**config.mk**
```make
export PLATFORM = sky130hd
export DESIGN_NAME = select_seq_flat
export DESIGN_NICKNAME = d
export VERILOG_FILES = /design/src/rtl/select_seq_if.sv /design/src/rtl/select_seq.sv /design/src/flat_wrapper.sv
export SDC_FILE = /design/constraint.sdc
export NUM_CORES = 1
export LEC_CHECK = 0
export ABC_CLOCK_PERIOD_IN_PS = 5400
export BUFFER_PORTS_ARGS = -buffer_cell sky130_fd_sc_hd__buf_4
export CAP_MARGIN = 40
export CORE_UTILIZATION = 61
export CTS_BUF_LIST = sky130_fd_sc_hd__clkbuf_4
export CTS_CLUSTER_SIZE = 14
export DETAILED_ROUTE_END_ITERATION = 12
export PLACE_DENSITY = 0.87
export SYNTH_ARGS = -nofsm -noshare
export SYNTH_HDL_FRONTEND = slang
export SYNTH_SLANG_ARGS = --single-unit
```
**constraint.sdc**
```tcl
create_clock -name clk -period 5.4 [get_ports clk]
set_clock_uncertainty 0.2 [all_clocks]
set_input_delay 0.27 -clock clk [delete_from_list [all_inputs] [get_ports clk]]
set_output_delay 0.27 -clock clk [all_outputs]
set_load 0.05 [all_outputs]
```
**src/rtl/select_seq_if.sv**
```systemverilog
// rtl/select_seq_if.sv - request, strobe, memory and completion signals of the select sequencer
interface select_seq_if;
    logic       req_arr_sel_from_pnl;
    logic       req_strt_from_pu;
    logic       req_addr1_from_pu;
    logic       req_addr2_from_pu;
    logic       req_addr2_from_io;
    logic       hold_from_pnl;
    logic       clear_err_from_pnl;
    logic       mem_ack_from_mem;

    logic       do_arr_sel_to_sel;
    logic       do_strt_to_sel;
    logic       do_addr1_to_sel;
    logic       do_addr2_to_sel_pu;
    logic       do_addr2_to_sel_io;
    logic       mem_req_to_mem;
    logic       done_to_pnl;
    logic       done_to_pu;
    logic       done_to_io;
    logic       busy;
    logic [4:0] pending_to_pnl;
    logic       timeout_err_to_pnl;

    modport master (
        output req_arr_sel_from_pnl, req_strt_from_pu, req_addr1_from_pu,
               req_addr2_from_pu, req_addr2_from_io, hold_from_pnl,
               clear_err_from_pnl, mem_ack_from_mem,
        input  do_arr_sel_to_sel, do_strt_to_sel, do_addr1_to_sel,
               do_addr2_to_sel_pu, do_addr2_to_sel_io, mem_req_to_mem,
               done_to_pnl, done_to_pu, done_to_io, busy, pending_to_pnl,
               timeout_err_to_pnl
    );

    modport slave (
        input  req_arr_sel_from_pnl, req_strt_from_pu, req_addr1_from_pu,
               req_addr2_from_pu, req_addr2_from_io, hold_from_pnl,
               clear_err_from_pnl, mem_ack_from_mem,
        output do_arr_sel_to_sel, do_strt_to_sel, do_addr1_to_sel,
               do_addr2_to_sel_pu, do_addr2_to_sel_io, mem_req_to_mem,
               done_to_pnl, done_to_pu, done_to_io, busy, pending_to_pnl,
               timeout_err_to_pnl
    );
endinterface

```
**src/rtl/select_seq.sv**
```systemverilog
// rtl/select_seq.sv - fixed-priority sequencer for select register loads and memory reads
module select_seq #(
    parameter int unsigned TIMEOUT = 15
) (
    input  logic        clk,
    input  logic        resetn,
    select_seq_if.slave bus
);
    localparam logic [1:0] S_IDLE = 2'd0;
    localparam logic [1:0] S_LOAD = 2'd1;
    localparam logic [1:0] S_MEM  = 2'd2;
    localparam logic [1:0] S_DONE = 2'd3;

    localparam logic [8:0] TO_LIMIT = TIMEOUT[8:0];

    logic [1:0] state;
    logic [4:0] pending;
    logic [4:0] grant;
    logic [7:0] cnt;
    logic       err;

    logic [4:0] req_vec;
    logic [4:0] winner;
    logic [4:0] served;
    logic       start;
    logic       mem_grant;
    logic       cnt_hit;
    logic       to_fire;

    // Bit order matches pending_to_pnl: {io_addr2, pu_addr2, addr1, strt, arr_sel}
    assign req_vec = {bus.req_addr2_from_io, bus.req_addr2_from_pu,
                      bus.req_addr1_from_pu, bus.req_strt_from_pu,
                      bus.req_arr_sel_from_pnl};

    // Lowest set bit wins, which is the arr_sel-first priority order
    assign winner    = pending & (~pending + 5'd1);
    assign start     = (state == S_IDLE) && !bus.hold_from_pnl && (|pending);
    assign served    = start ? winner : 5'b00000;
    assign mem_grant = grant[2] | grant[3] | grant[4];
    assign cnt_hit   = (({1'b0, cnt} + 9'd1) == TO_LIMIT);
    assign to_fire   = (state == S_MEM) && !bus.mem_ack_from_mem && cnt_hit;

    always_ff @(posedge clk or negedge resetn) begin
        if (!resetn) begin
            state   <= S_IDLE;
            pending <= 5'b00000;
            grant   <= 5'b00000;
            cnt     <= 8'd0;
            err     <= 1'b0;
        end else begin
            // A request still high on the grant edge re-arms its own bit
            pending <= (pending & ~served) | req_vec;

            if (to_fire) begin
                err <= 1'b1;
            end else if (bus.clear_err_from_pnl) begin
                err <= 1'b0;
            end

            case (state)
                S_IDLE: begin
                    if (start) begin
                        grant <= winner;
                        state <= S_LOAD;
                    end
                end
                S_LOAD: begin
                    cnt   <= 8'd0;
                    state <= mem_grant ? S_MEM : S_DONE;
                end
                S_MEM: begin
                    cnt <= cnt + 8'd1;
                    if (bus.mem_ack_from_mem || cnt_hit) begin
                        state <= S_DONE;
                    end
                end
                S_DONE: begin
                    state <= S_IDLE;
                end
            endcase
        end
    end

    assign bus.do_arr_sel_to_sel  = (state == S_LOAD) & grant[0];
    assign bus.do_strt_to_sel     = (state == S_LOAD) & grant[1];
    assign bus.do_addr1_to_sel    = (state == S_LOAD) & grant[2];
    assign bus.do_addr2_to_sel_pu = (state == S_LOAD) & grant[3];
    assign bus.do_addr2_to_sel_io = (state == S_LOAD) & grant[4];

    assign bus.mem_req_to_mem     = (state == S_MEM);

    assign bus.done_to_pnl        = (state == S_DONE) & grant[0];
    assign bus.done_to_pu         = (state == S_DONE) & (grant[1] | grant[2] | grant[3]);
    assign bus.done_to_io         = (state == S_DONE) & grant[4];

    assign bus.busy               = (state != S_IDLE);
    assign bus.pending_to_pnl     = pending;
    assign bus.timeout_err_to_pnl = err;
endmodule

```
**src/flat_wrapper.sv**
```systemverilog
// flat-port wrapper written by rule: the top's interface ports become plain ports
module select_seq_flat 
#(
    parameter int unsigned TIMEOUT = 15
)
  (clk, resetn, bus_req_arr_sel_from_pnl, bus_req_strt_from_pu, bus_req_addr1_from_pu, bus_req_addr2_from_pu, bus_req_addr2_from_io, bus_hold_from_pnl, bus_clear_err_from_pnl, bus_mem_ack_from_mem, bus_do_arr_sel_to_sel, bus_do_strt_to_sel, bus_do_addr1_to_sel, bus_do_addr2_to_sel_pu, bus_do_addr2_to_sel_io, bus_mem_req_to_mem, bus_done_to_pnl, bus_done_to_pu, bus_done_to_io, bus_busy, bus_pending_to_pnl, bus_timeout_err_to_pnl);
  select_seq_if bus_i ();
  input  logic clk;
  input  logic resetn;
  input wire logic [$bits(bus_i.req_arr_sel_from_pnl)-1:0] bus_req_arr_sel_from_pnl;
  input wire logic [$bits(bus_i.req_strt_from_pu)-1:0] bus_req_strt_from_pu;
  input wire logic [$bits(bus_i.req_addr1_from_pu)-1:0] bus_req_addr1_from_pu;
  input wire logic [$bits(bus_i.req_addr2_from_pu)-1:0] bus_req_addr2_from_pu;
  input wire logic [$bits(bus_i.req_addr2_from_io)-1:0] bus_req_addr2_from_io;
  input wire logic [$bits(bus_i.hold_from_pnl)-1:0] bus_hold_from_pnl;
  input wire logic [$bits(bus_i.clear_err_from_pnl)-1:0] bus_clear_err_from_pnl;
  input wire logic [$bits(bus_i.mem_ack_from_mem)-1:0] bus_mem_ack_from_mem;
  output wire logic [$bits(bus_i.do_arr_sel_to_sel)-1:0] bus_do_arr_sel_to_sel;
  output wire logic [$bits(bus_i.do_strt_to_sel)-1:0] bus_do_strt_to_sel;
  output wire logic [$bits(bus_i.do_addr1_to_sel)-1:0] bus_do_addr1_to_sel;
  output wire logic [$bits(bus_i.do_addr2_to_sel_pu)-1:0] bus_do_addr2_to_sel_pu;
  output wire logic [$bits(bus_i.do_addr2_to_sel_io)-1:0] bus_do_addr2_to_sel_io;
  output wire logic [$bits(bus_i.mem_req_to_mem)-1:0] bus_mem_req_to_mem;
  output wire logic [$bits(bus_i.done_to_pnl)-1:0] bus_done_to_pnl;
  output wire logic [$bits(bus_i.done_to_pu)-1:0] bus_done_to_pu;
  output wire logic [$bits(bus_i.done_to_io)-1:0] bus_done_to_io;
  output wire logic [$bits(bus_i.busy)-1:0] bus_busy;
  output wire logic [$bits(bus_i.pending_to_pnl)-1:0] bus_pending_to_pnl;
  output wire logic [$bits(bus_i.timeout_err_to_pnl)-1:0] bus_timeout_err_to_pnl;
  assign bus_i.req_arr_sel_from_pnl = bus_req_arr_sel_from_pnl;
  assign bus_i.req_strt_from_pu = bus_req_strt_from_pu;
  assign bus_i.req_addr1_from_pu = bus_req_addr1_from_pu;
  assign bus_i.req_addr2_from_pu = bus_req_addr2_from_pu;
  assign bus_i.req_addr2_from_io = bus_req_addr2_from_io;
  assign bus_i.hold_from_pnl = bus_hold_from_pnl;
  assign bus_i.clear_err_from_pnl = bus_clear_err_from_pnl;
  assign bus_i.mem_ack_from_mem = bus_mem_ack_from_mem;
  assign bus_do_arr_sel_to_sel = bus_i.do_arr_sel_to_sel;
  assign bus_do_strt_to_sel = bus_i.do_strt_to_sel;
  assign bus_do_addr1_to_sel = bus_i.do_addr1_to_sel;
  assign bus_do_addr2_to_sel_pu = bus_i.do_addr2_to_sel_pu;
  assign bus_do_addr2_to_sel_io = bus_i.do_addr2_to_sel_io;
  assign bus_mem_req_to_mem = bus_i.mem_req_to_mem;
  assign bus_done_to_pnl = bus_i.done_to_pnl;
  assign bus_done_to_pu = bus_i.done_to_pu;
  assign bus_done_to_io = bus_i.done_to_io;
  assign bus_busy = bus_i.busy;
  assign bus_pending_to_pnl = bus_i.pending_to_pnl;
  assign bus_timeout_err_to_pnl = bus_i.timeout_err_to_pnl;
  select_seq #(.TIMEOUT(TIMEOUT)) u_core (.clk(clk), .resetn(resetn), .bus(bus_i));
endmodule
```
Word-level counts from Yosys, hierarchy flattened
Cells that the tools add are included.
Widths: inputs -> output; s select.
{"block": "op_classes", "add_sub_neg": 3, "eq_ne": 6, "mux": 8, "n_bitwise": 17, "n_reduce_logical": 14}
{"operator": "$pmux 8 s2", "count": 1}
{"operator": "$and 5x5->5", "count": 2}
{"operator": "$not 5->5", "count": 2}
{"operator": "$add 8x1->9 const B", "count": 1}
{"operator": "$eq 9x4->1 const B", "count": 1}
{"operator": "$add 8x1->8 const B", "count": 1}
{"operator": "$and 1x1->1", "count": 8}
{"operator": "$pmux 2 s4", "count": 1}
{"operator": "$reduce_bool 2->1", "count": 3}
{"operator": "$add 5x1->5 const B", "count": 1}
{"operator": "$mux 5", "count": 1}
{"operator": "$or 5x5->5", "count": 1}
{"operator": "$reduce_or 5->1", "count": 1}
{"operator": "$eq 2x2->1 const B", "count": 2}
{"operator": "$logic_and 1x1->1", "count": 4}
{"operator": "$mux 2", "count": 2}
{"operator": "$ne 2x1->1 const B", "count": 2}
{"operator": "$or 1x1->1", "count": 4}
{"operator": "$reduce_and 2->1", "count": 2}
{"operator": "$mux 1", "count": 3}
{"operator": "$eq 2x1->1 const B", "count": 1}
{"operator": "$logic_not 1->1", "count": 2}
{"operator": "$logic_not 2->1", "count": 1}
{"operator": "$logic_or 1x1->1", "count": 1}
{"block": "totals", "regBits": 21, "inputBits": 10, "output_inout_bits": 16, "word_cells": 53}

Logic depth before layout (Yosys ltp)
{"block": "logic_depth", "word_depth": 7, "ltp_mapped": 8, "depth_no_buf": 7}

Worst setup path after synthesis
OpenSTA, ideal clock, no wires.
{"block": "synth_timing", "kind": "reg-to-reg", "start": "register u_core.state[0]", "end": "register u_core.state[1]", "setup_ps": 87, "arrival_ps": 2010, "t_required_ps": 5113, "slack_ps": 3104, "path_stages_with_launch": 9, "n_path_buf": 1, "period_less_slack_ps": 2296, "path_cell_list": "dfrtp_1 inv_1 ha_1 clkbuf_1 nand2b_1 or2_2 nor3_1 a311oi_1 o211ai_1"}
{"block": "synth_via", "elab_cells_between_ends": 10, "classes_between": "eq/ne (5); mux (1); reduce/logical (4)"}
{"element": "start: declaration", "line": "select_seq.sv:16", "text": "logic [1:0] state;"}
{"element": "start signal: assignment", "line": "select_seq.sv:69", "text": "state <= mem_grant ? S_MEM : S_DONE;"}
{"element": "$eq 2x2->1 *"}
{"element": "named net bus_mem_req_to_mem", "line": "flat_wrapper.sv:23", "text": "output wire logic [$bits(bus_i.mem_req_to_mem)-1:0] bus_mem_req_to_mem;"}
{"element": "$ne 2x1->1 (no line)"}
{"element": "$reduce_and 2->1 (no line)"}
Mark *: on every way through the listed nets, which the timed path passes. The rest lies on a longest branch.
A chain may end at the register's enable or synchronous reset.

Worst setup path in the final report
{"block": "layout_timing", "start": "register u_core.state[0]", "end": "register u_core.state[1]"}
{"block": "layout_via", "elab_chain_len": 5, "elab_cells_between_ends": 10, "classes_between": "eq/ne (5); mux (1); reduce/logical (4)"}
{"element": "$logic_not 2->1", "line": "select_seq.sv:37, select_seq.sv:60"}
{"element": "$logic_and 1x1->1 (2 in a row)", "line": "select_seq.sv:37", "text": "assign start = (state == S_IDLE) && !bus.hold_from_pnl && (|pending);"}
{"element": "$ne 2x1->1 (no line)"}
{"element": "$reduce_and 2->1 (no line)"}
Parallel ways exist; a longest one is shown, timed or not.

==> run_results.csv <==
group,metric,value,unit
cells_and_area,antenna_cells,0,
clocking,root_buffer,"clkbuf_4",
run,maxCapViolations,0,
routing,post_drt_via_cell_ratio,6.04,
cells_and_area,drive_above_1_share,0.210,
grt,busiest_layer,"met2",
critical_path,cpPeakStageDelay,0.53,ns
place,place_ws,3.23,ns
clocking,cts.sinks,21,
critical_path,crit_buf_inv,2,
critical_path,crit_fanout,6,
cells_and_area,layout_common_cells,"25 x buf_4, 21 x dfrtp_1, 11 x o21ai_0, 9 x nor2_1, 9 x nand2_1",
power,pwr-share-clk,0.126,
sta,fin_crit,2.19,ns
critical_path,setup.worst_path.end_class,"register",
yosys,synth_flop_cell,"dfrtp_1",
sta,hold_violations,0,
power,power_density,372,nW/µm²
sta,worst_pin_slew,0.561,ns
floorplanning,core,2000,µm²
min_path,min_path_type,"in2reg",
sta,rsz0062_at_grt,"no",
power,ir_worst_vdd,0.285,mV
critical_path,cp-start-kind,"register",
critical_path,r2r_cells,6,
yosys,ys_ff_latch,21,
critical_path,critical_path_class,"reg2reg",
min_path,hp-start,"bus_hold_from_pnl",
yosys,synth_fp_nets,154,
place,place_congestion,0.849,
cells_and_area,fin_cells,194,
sta,finalSetupViolCount,0,
grt,antenna_found_initial,0,
cells_and_area,multiInputGateArea,737,µm²
clocking,htree_levels,1,
grt,grt_max_degree,22,
floorplanning,core.rowCount,16,
place,portBuffers,25,
power,power.leakage,0.711,nW
min_path,holdPathStages,4,
cells_and_area,num-fill-cells,137,
sta,fmax,0.456,GHz
clocking,cts_buffer_depth,2,
sta,slew_headroom,0.624,
yosys,netlist_instances,137,
grt,grt_overflow_total,0,
critical_path,reg2reg_setup_slack,3.21,ns
power,p_sw_frac,0.477,
sta,holdWs,0.110,ns
yosys,synth_area_per_cell,9.64,µm²
status,status,"finished clean",
yosys,ys_seq_area_frac,0.398,
yosys,synth-edff-count,0,
clocking,numCtsBuffers,3,
clocking,cts_tree,"built",
clocking,clk_pin_slew,0.12,ns
grt,grt_pass1_vias,1054,
yosys,ys_async_sr_fraction,1.00,
place,post-place-cells,183,
floorplanning,die_h,48.5,µm
critical_path,path_cells,"inv_1, ha_1, inv_1, o41a_4, a311oi_1, o211ai_1",
cells_and_area,layout_commonest_cell,"buf_4",
routing,routed_wirelength,2930,µm
clocking,insertion_delay,0.30,ns
cells_and_area,syn_to_final_growth,22.1,%
cells_and_area,regArea,526,µm²
floorplanning,die_x,48.5,µm
critical_path,r2r_start,"u_core.state[0]$_DFFE_PN0P_",
grt,track_usage,0.269,
routing,post_drt_wl_per_cell,15.1,µm
grt,met2_usage,0.455,
grt,met1_usage,0.351,
critical_path,worstPathRequired,5.38,ns
sta,tns,0,ns
critical_path,crit_path_frequent_cell,"inv_1",
grt,grt_pass1_wl,4820,µm
routing,num_vias,1171,
min_path,hold_path_end,"u_core.grant[2]$_DFFE_PN0P_",
sta,finalCritPeriodShare,0.406,
power,seq_power_share,0.339,
routing,drt_iter0_drc,28,
routing,drc,0,
power,intPower,0.313,mW
power,p_switching,0.286,mW
yosys,ys_warn_count,0,
sta,setup_ws,3.21,ns
floorplanning,start_util,0.659,
floorplanning,dieArea,2350,µm²
power,pwr-share-comb,0.534,
power,total_power,0.599,mW
sta,drv_slew,0,
routing,first_pass_iters,4,
grt,grt_use_met3,0.0472,
critical_path,cp_top_family,"compound AO/OA/AOI/OAI gates",
clocking,post_cts_buffers,0,
yosys,syn_area,1320,µm²
cells_and_area,finalNetCount,185,
critical_path,r2r_end,"u_core.state[1]$_DFFE_PN0P_",
critical_path,cp_data_arrival_time,2.17,ns
yosys,synth.distinct_cells,43,
critical_path,crit_slowest_cell,"o41a_4",
routing,drtAntennaViolNets,0,
place,dp_hpwl,2040,µm
floorplanning,ios,26,
-- how the worst max path moves through the flow --
stage	endpoint	cells past startpoint	startpoint	slack, ns
after global placement	u_core.state[1]$_DFFE_PN0P_	6	u_core.state[1]$_DFFE_PN0P_	3.35
after global routing	u_core.state[1]$_DFFE_PN0P_	6	u_core.state[1]$_DFFE_PN0P_	3.09
after floorplan	u_core.state[1]$_DFFE_PN0P_	8	u_core.state[0]$_DFFE_PN0P_	3.10
after CTS	u_core.state[1]$_DFFE_PN0P_	6	u_core.state[1]$_DFFE_PN0P_	3.22
final	u_core.state[1]$_DFFE_PN0P_	6	u_core.state[0]$_DFFE_PN0P_	3.21
after detailed placement	u_core.state[1]$_DFFE_PN0P_	6	u_core.state[1]$_DFFE_PN0P_	3.23
-- tightest hold or removal path: stages --
cell and delay [ns]:
buf_4 0.09, nor2_1 0.08, nand3_1 0.10, nand2_1 0.05
-- Yosys cell counts, drive strengths merged (2+ instances only) --
cell type,n,share of area
o21ai,11,0.042
nand2,9,0.026
clkbuf,4,0.011
mux2i,2,0.015
and2,8,0.038
and3b,2,0.013
nor3,2,0.0076
o2111ai,2,0.013
a22o,5,0.033
nand2b,6,0.028
o211a,2,0.015
dfrtp,21,0.40
o31ai,2,0.022
nand4,2,0.0095
nor2,9,0.026
nand3,6,0.023
ha,7,0.066
inv,8,0.023
a21o,2,0.011
a32o,2,0.015
and3,2,0.0095
buf,2,0.0095
and4,2,0.013
mux2,2,0.017
-- cell families (layout without fill, tap and decap cells) --
group,count (synthesis),after routing,synth area share
AOI/OAI and AO/OA,37,37,0.229
xor gates and xnor gates,1,1,0.00664
adders and majority gates,7,7,0.0663
buffers and inverters,14,44,0.0436
DFF,21,21,0.398
muxes,4,4,0.0322
and+or+nand+nor,53,53,0.224
-- registers in the layout, indices dropped and copies added, names as in the netlist --
name,flops
u_core.bus.pending_to_pnl,5
u_core.bus.timeout_err_to_pnl,1
u_core.cnt,8
u_core.grant,5
u_core.state,2
-- layout make-up --
cell class / count / share of cell area
Clock inverter: 1 / 0.00311
Multi-Input combinational cell: 102 / 0.457
Clock buffer: 3 / 0.0140
Sequential cell: 21 / 0.326
Tap cell: 27 / 0.0210
Inverter: 8 / 0.0186
Timing Repair Buffer: 32 / 0.160
-- routing by layer --
layer	part of all wire	vias to the layer above
met1	0.44	558
met5	0	-
met4	0.030	0
met2	0.48	37
li1	-	566
met3	0.043	10
-- repair_timing --
action,4_1_cts,5_1_grt
hold endpoints to repair,27,0
resized for setup,0,0
hold buffers,7,0
-- per-stage QoR --
stage	cell area, µm²	utilization
after CTS	1610	0.805
final	1610	0.805
after floorplan	1320	-
after detailed placement	1510	0.756
after global placement	1510	0.756
after global routing	1610	0.805
-- power groups by stage --
stage	clock network (mW)	registers, mW	logic [mW]
after CTS	0.0784	0.202	0.317
after detailed placement	0	0.205	0.313
after global placement	0	0.203	0.295
after global routing	0.0859	0.207	0.346
final	0.0757	0.203	0.320
after floorplan	0	0.200	0.234
Power figures use the tool's default switching activity.
